**src/rtl/mem_arb_pkg.sv**
```systemverilog
// rtl/mem_arb_pkg.sv - shared encodings for the unified memory port arbiter
package mem_arb_pkg;

  // Arbiter FSM states
  typedef enum logic [1:0] {
    IDLE   = 2'd0,
    ACCESS = 2'd1,
    RESP   = 2'd2
  } arb_state_t;

  // Grant identifiers (one bit: fetch or data)
  localparam logic GNT_IF = 1'b0;
  localparam logic GNT_D  = 1'b1;

  // All-ones byte enable pattern; sliced to DW/8 bits by the user
  localparam logic [63:0] BE_ALL = 64'hFFFF_FFFF_FFFF_FFFF;

endpackage

```
**src/rtl/arb_wait_timer.sv**
```systemverilog
// rtl/arb_wait_timer.sv - saturating wait-state counter with expiry flag
module arb_wait_timer #(
  parameter int MAX_WAIT = 15
) (
  input  logic clk,
  input  logic rst_n,
  input  logic clr,
  input  logic en,
  output logic expired
);

  localparam int CW = (MAX_WAIT < 1) ? 1 : $clog2(MAX_WAIT + 1);
  localparam logic [CW-1:0] LIMIT = CW'(MAX_WAIT);

  logic [CW-1:0] count;

  // Count wait cycles; clear has priority, hold once the limit is reached
  always_ff @(posedge clk or negedge rst_n) begin
    if (!rst_n) begin
      count <= '0;
    end else if (clr) begin
      count <= '0;
    end else if (en && (count != LIMIT)) begin
      count <= count + 1'b1;
    end
  end

  assign expired = (count == LIMIT);

endmodule

```
**src/rtl/mem_port_arbiter.sv**
```systemverilog
// rtl/mem_port_arbiter.sv - round-robin fetch/data arbiter for the unified memory port
module mem_port_arbiter #(
  parameter int AW       = 32,
  parameter int DW       = 32,
  parameter int MAX_WAIT = 15
) (
  input  logic            clk,
  input  logic            rst_n,
  input  logic            if_req,
  input  logic [AW-1:0]   if_addr,
  output logic            if_ack,
  output logic [DW-1:0]   if_rdata,
  input  logic            d_req,
  input  logic            d_we,
  input  logic [AW-1:0]   d_addr,
  input  logic [DW-1:0]   d_wdata,
  input  logic [DW/8-1:0] d_be,
  output logic            d_ack,
  output logic [DW-1:0]   d_rdata,
  output logic            mem_en,
  output logic            mem_we,
  output logic [AW-1:0]   mem_addr,
  output logic [DW-1:0]   mem_wdata,
  output logic [DW/8-1:0] mem_be,
  input  logic [DW-1:0]   mem_rdata,
  input  logic            mem_ready,
  output logic            busy,
  output logic            timeout_err
);

  import mem_arb_pkg::*;

  localparam int BW = DW / 8;

  arb_state_t state;
  arb_state_t next_state;
  logic       gnt;
  logic       next_gnt;
  logic       last_grant;
  logic       start;
  logic       other_req;
  logic       aborted;
  logic       expired;
  logic       done;

  // Requester that was not just served; the served one is masked in RESP
  assign other_req = (gnt == GNT_IF) ? d_req : if_req;
  assign done      = (state == ACCESS) && (mem_ready || expired);

  arb_wait_timer #(
    .MAX_WAIT(MAX_WAIT)
  ) u_wait_timer (
    .clk    (clk),
    .rst_n  (rst_n),
    .clr    (start),
    .en     ((state == ACCESS) && !mem_ready),
    .expired(expired)
  );

  // State register
  always_ff @(posedge clk or negedge rst_n) begin
    if (!rst_n) begin
      state <= IDLE;
    end else begin
      state <= next_state;
    end
  end

  // Next state, grant selection and access-start decode
  always_comb begin
    next_state = state;
    next_gnt   = gnt;
    start      = 1'b0;
    case (state)
      IDLE: begin
        if (if_req || d_req) begin
          start      = 1'b1;
          next_state = ACCESS;
          if (if_req && d_req) begin
            next_gnt = (last_grant == GNT_D) ? GNT_IF : GNT_D;
          end else begin
            next_gnt = if_req ? GNT_IF : GNT_D;
          end
        end
      end
      ACCESS: begin
        if (mem_ready || expired) begin
          next_state = RESP;
        end
      end
      RESP: begin
        if (other_req) begin
          start      = 1'b1;
          next_state = ACCESS;
          next_gnt   = ~gnt;
        end else begin
          next_state = IDLE;
        end
      end
      default: next_state = IDLE;
    endcase
  end

  // Grant, memory-side request registers and read-data capture
  always_ff @(posedge clk or negedge rst_n) begin
    if (!rst_n) begin
      gnt        <= GNT_IF;
      last_grant <= GNT_D;
      mem_we     <= 1'b0;
      mem_addr   <= '0;
      mem_wdata  <= '0;
      mem_be     <= '0;
      if_rdata   <= '0;
      d_rdata    <= '0;
      aborted    <= 1'b0;
    end else begin
      if (start) begin
        gnt <= next_gnt;
        if (next_gnt == GNT_IF) begin
          mem_addr  <= if_addr;
          mem_we    <= 1'b0;
          mem_be    <= BE_ALL[BW-1:0];
          mem_wdata <= '0;
        end else begin
          mem_addr  <= d_addr;
          mem_we    <= d_we;
          mem_be    <= d_be;
          mem_wdata <= d_wdata;
        end
      end
      if (done) begin
        aborted <= !mem_ready;
        if (gnt == GNT_IF) begin
          if_rdata <= mem_ready ? mem_rdata : '0;
        end else begin
          d_rdata <= mem_ready ? mem_rdata : '0;
        end
      end
      if (state == RESP) begin
        last_grant <= gnt;
      end
    end
  end

  assign mem_en      = (state == ACCESS);
  assign busy        = (state != IDLE);
  assign if_ack      = (state == RESP) && (gnt == GNT_IF);
  assign d_ack       = (state == RESP) && (gnt == GNT_D);
  assign timeout_err = (state == RESP) && aborted;

endmodule
```
**config.mk**
```make
export PLATFORM = sky130hd
export DESIGN_NAME = mem_port_arbiter
export DESIGN_NICKNAME = d
export VERILOG_FILES = /design/src/rtl/mem_arb_pkg.sv /design/src/rtl/arb_wait_timer.sv /design/src/rtl/mem_port_arbiter.sv
export SDC_FILE = /design/constraint.sdc
export NUM_CORES = 1
export LEC_CHECK = 0
export CAP_MARGIN = 20
export CORE_AREA = 2 2 123 125
export DETAILED_ROUTE_END_ITERATION = 8
export DIE_AREA = 0 0 125 127
export GPL_ROUTABILITY_DRIVEN = 0
export PLACE_DENSITY = 0.8
export SLEW_MARGIN = 10
export SYNTH_ARGS = -nofsm -noshare
export SYNTH_HDL_FRONTEND = slang
export SYNTH_SLANG_ARGS = --single-unit
```
**constraint.sdc**
```tcl
create_clock -name clk -period 2 [get_ports clk]
set_input_delay 0.2 -clock clk [delete_from_list [all_inputs] [get_ports clk]]
set_output_delay 0.2 -clock clk [all_outputs]
set_load 0.01 [all_outputs]
```
# Word level (Yosys, flattened, before mapping)
# Cells that the tools add are included.
# op_classes
n_addsub	1
reduce_logical	16
n_mux	21
bitwise	1
n_eq_ne	6
# ops
op	n
32-bit 2-to-1 mux	3
4-bit 2-to-1 mux	3
1-bit 2-to-1 mux	10
1-bit logical AND	7
2-bit one-hot mux with 3 select lines	1
2-bit AND reduction	3
4-bit by 1-bit adder with 4-bit output (second input constant)	1
4-bit equality test (second input constant)	1
2-bit 2-to-1 mux	2
4-bit inequality test (second input constant)	1
1-bit one-hot mux with 2 select lines	2
2-bit nonzero test	2
2-bit by 1-bit equality test with 1-bit output (second input constant)	1
2-bit equality test (second input constant)	1
2-bit zero test	1
1-bit logical OR	2
2-bit by 1-bit inequality test with 1-bit output (second input constant)	1
2-bit inequality test (second input constant)	1
1-bit zero test	1
1-bit inverter	1
# totals
wordCells	56
reg_bits	142
out_inout_bits	138

# Depth between registers and ports, before layout
# depth
depth_word	5
ltp_mapped	7

# Modules after synthesis
# From an unflattened synthesis, not the netlist that was laid out.
# unflattened
hier_cells	565
area_unflattened_um2	6039.5
# by_module_without_submodules
mod	cells_per_inst	area_each_um2	n_inst
mem_port_arbiter	545	5810.6	1
arb_wait_timer	20	229.0	1

# Least setup slack after synthesis
# OpenSTA, ideal clock, no wires.
# synth_path
path_type	register -> register
startpoint	register u_wait_timer.count[0]
endpoint	register d_rdata[0]
stages_incl_launch_ff	6
slack_ns	0.412
arrival_time_ns	1.455
path_cell_list	dfrtp_1 ha_1 a31oi_1 nand3b_2 clkbuf_1 o21ai_0
# synth_between
elab_chain_cells	4
# synth_rtl
element	line_no	source
from (decl)	arb_wait_timer.sv:15	logic [CW-1:0] count;
from (signal assigned)	arb_wait_timer.sv:24	count <= count + 1'b1;
4-bit equality test	arb_wait_timer.sv:28	assign expired = (count == LIMIT);
1-bit logical OR	mem_port_arbiter.sv:48	assign done = (state == ACCESS) && (mem_ready || expired);
1-bit logical AND	mem_port_arbiter.sv:48	
2-bit AND reduction (no line)	--	
to (signal assigned)	mem_port_arbiter.sv:136	d_rdata <= mem_ready ? mem_rdata : '0;
to (decl)	mem_port_arbiter.sv:19	output logic [DW-1:0] d_rdata,
# No other way between the ends.
# A chain may end at the register's enable or synchronous reset.

# Final worst setup path
# layout_path
startpoint	register state[1]
endpoint	output d_ack
# layout_between
elab_chain_cells	2
# layout_rtl
element	line_no	source
from (decl)	mem_port_arbiter.sv:35	arb_state_t state;
from (signal assigned)	mem_port_arbiter.sv:65	state <= next_state;
2-bit equality test	mem_port_arbiter.sv:148	assign d_ack = (state == RESP) && (gnt == GNT_D);
1-bit logical AND	mem_port_arbiter.sv:148	
to (decl)	mem_port_arbiter.sv:18	output logic d_ack,
# No other way between the ends.

==> impl_metrics.tcl <==
set metrics [dict create \
    ys_seq_area_share_pct 59.2 \
    crit_fanout 9 \
    slew_violations 0 \
    grt_max_degree 66 \
    row_count 44 \
    drive_gt1_share_pct 8.90 \
    fin_cells 1072 \
    viasPerCell 5.24 \
    track_usage_pct 23.7 \
    setup_viol 0 \
    cts_tree "done" \
    crit_path_start_kind "flip-flop" \
    start_util_pct 41.6 \
    rsz0062_at_grt "false" \
    final_area_mm2 0.00969 \
    synth_cells 601 \
    tightest_slew_ps 676 \
    drc 0 \
    outcome "finished clean" \
    fp.dieW_um 125 \
    area_delta_synth_final_pct 61.5 \
    finClkSkew_ps 10.6 \
    ys.flop_type "dfrtp_1" \
    fin_util_pct 67.2 \
    p_per_area_mw_per_mm2 1520 \
    maxCapViolations 0 \
    grt_overflow 0 \
    drtAntennaViolNets 0 \
    wirelength_mm 18.3 \
    clock_path_buffers 2 \
    vdd_drop_max_mv 0.670 \
    dp_hpwl_mm 12.8 \
    regArea_mm2 0.00355 \
    slowest_delay_ps 370 \
    htreeDepth 4 \
    synth.most_common_cell "dfrtp_1" \
    synth-edff-count 0 \
    ios 276 \
    insertion_delay_ps 420 \
    cts_inserted_buffers 17 \
    synth.distinct_cells 39 \
    antenna_cells 0 \
    firstDrtPassIters 6 \
    drtIter0Drc 327 \
    multi_input_area_mm2 0.00208 \
    io_buffer_count 275 \
    crit_slowest_cell "dfrtp_1" \
    fin_crit_ps 1890 \
    cts_sinks 142 \
    synth_top_cell_area_share_pct 58.8 \
    max_freq_ghz 0.528 \
    wire_per_inst_um 17.1 \
    mappedNetlistArea_mm2 0.00600 \
    finalHoldViolCount 0 \
    place_area_mm2 0.00907 \
    synth_top_area_cell "dfrtp_1" \
    grt_pass1_wl_mm 29.9 \
    cpMostUsedCell "buf_4" \
    vias 5620 \
    fill_cells 1142 \
    grt_pass1_vias 5595 \
    clk_pin_slew_ps 60 \
    crit_required_ps 1800 \
    arrival_ps 1690 \
    avgSynthCellArea_um2 9.98 \
    syn-num-nets 740 \
    cp-end-kind "primary output" \
    cts_root_buf "clkbuf_16" \
    core_mm2 0.0144 \
    ys_top_cells_by_area "dfrtp_1, o21ai_0, nand3_1" \
    fin_crit_sh_pct 94.7 \
    synth_commonest_cells "dfrtp_1, o21ai_0, nand3_1, nand2_1, inv_1" \
    dieArea_mm2 0.0159 \
    die_h_um 127 \
    power_leakage_nw 4.12 \
    dp_cells 1036 \
    ys_ff_latch 142 \
    worstPathCellList "buf_4, nor2b_2, buf_4, and2_1, dlygate4sd2_1" \
    min_path_type "in -> reg" \
    synthArstFlopShare_pct 100 \
    relSlewSlack_pct 54.7 \
    nNetsFinal 1014 \
    crit_type "reg -> out" \
    antenna_found_initial 0 \
    ys_warn_count 0 \
]
-- area by class of cell --
cell class	count	area share [%]
clock buffer	18	4.53
clock inverter	14	1.51
inverter	36	1.39
multi-input combinational	373	21.5
sequential	142	36.7
tap	184	2.38
timing repair buffer	305	32.0
-- per-stage QoR --
stage / setup slack [ps] / total power [W] / hold slack (ps) / setup TNS (ps)
2_1_floorplan: 412 / 0.00785 / -95.6 / 0
3_3_place_gp: 76.8 / 0.0115 / 232 / 0
3_5_place_dp: -51.8 / 0.0116 / 235 / -190
4_1_cts: 24.8 / 0.0148 / 123 / 0
5_1_grt: 24.4 / 0.0156 / 167 / 0
6_report: 107 / 0.0147 / 150 / 0
-- critical path, delay by kind of cell, from the launching register on --
kind                   cells  cell delay [ps]
buffers and inverters      3              600
DFF                        1              370
and+or+nand+nor            2              320
-- sequential cells by signal, indices dropped and copies added (netlist names), named ones only --
name and count:
aborted 1, d_rdata 32, if_rdata 32, last_grant 1, mem_addr 32, mem_be 4
mem_wdata 32, mem_we 1, state 2, u_wait_timer.count 4
-- placed cells by master (no fill, tap or decap), types with 2 or more instances in the layout --
| cell type | count |
|---|---|
| xor2_1 | 3 |
| o21ai_1 | 8 |
| a22o_1 | 33 |
| nand2_1 | 68 |
| inv_8 | 2 |
| clkinv_4 | 3 |
| nor2b_1 | 3 |
| buf_4 | 18 |
| nor2_1 | 6 |
| a31oi_2 | 2 |
| dlygate4sd2_1 | 4 |
| a21oi_1 | 34 |
| o21ai_0 | 88 |
| clkbuf_16 | 17 |
| buf_12 | 11 |
| and2_1 | 3 |
| dfrtp_1 | 141 |
| inv_6 | 6 |
| a31oi_1 | 32 |
| o22a_1 | 4 |
| inv_1 | 36 |
| clkdlybuf4s50_1 | 268 |
| nand3_1 | 69 |
| and3_1 | 2 |
| clkinvlp_4 | 2 |
-- cells by family (layout without fill, tap and decap cells) --
group	Yosys count	in the layout	share of synthesized area [%]
simple gates	160	161	12.6
compound gates	207	207	21.0
xor+xnor	3	3	0.438
mux	1	1	0.188
buf+inv	87	373	6.36
flops	142	142	59.2
fa+ha+maj	1	1	0.208
-- power by group --
part	internal, W	switching, W	total (W)
combinational	0.00358	0.00317	0.00675
sequential	0.00413	0.000711	0.00484
clock	0.00179	0.00133	0.00312
total	0.00950	0.00521	0.0147
-- final timing paths --
check / slack (ps) / startpoint / cells past startpoint / endpoint
hold reg to reg: 480 / d_rdata[0]$_DFFE_PN0P_ / 2 / d_rdata[0]$_DFFE_PN0P_
min in group asynchronous: 340 / rst_n / 2 / d_rdata[18]$_DFFE_PN0P_
setup / recovery: 110 / state[1]$_DFFE_PN0P_ / 5 / d_ack
hold / removal: 150 / mem_ready / 4 / u_wait_timer.count[1]$_DFFE_PN0P_
setup reg to reg: 170 / flip-flop / 6 / mem_addr[9]$_DFFE_PN0P_
max in group asynchronous: 1090 / rst_n / 3 / if_rdata[6]$_DFFE_PN0P_
-- metal layers --
metal | vias up | share of wire [%] | GRT usage (%)
li1 | 2660 | - | -
met5 | - | 0 | 0
met1 | 2675 | 40 | 29.8
met4 | 0 | 2.1 | 8.37
met3 | 28 | 8.9 | 8.04
met2 | 257 | 49 | 38.6
-- repair_timing --
| item | 4_1_cts | 5_1_grt |
|---|---|---|
| gates cloned | 1 | 0 |
| resized for setup | 5 | 4 |
| setup endpoints to repair | 10 | 33 |
| buffers inserted | 2 | 0 |
| pin swaps | 1 | 0 |
| hold buffers | 1 | 0 |
| endpoints found under the hold margin | 55 | 0 |
Note: power is estimated with default switching activity, not from simulation.
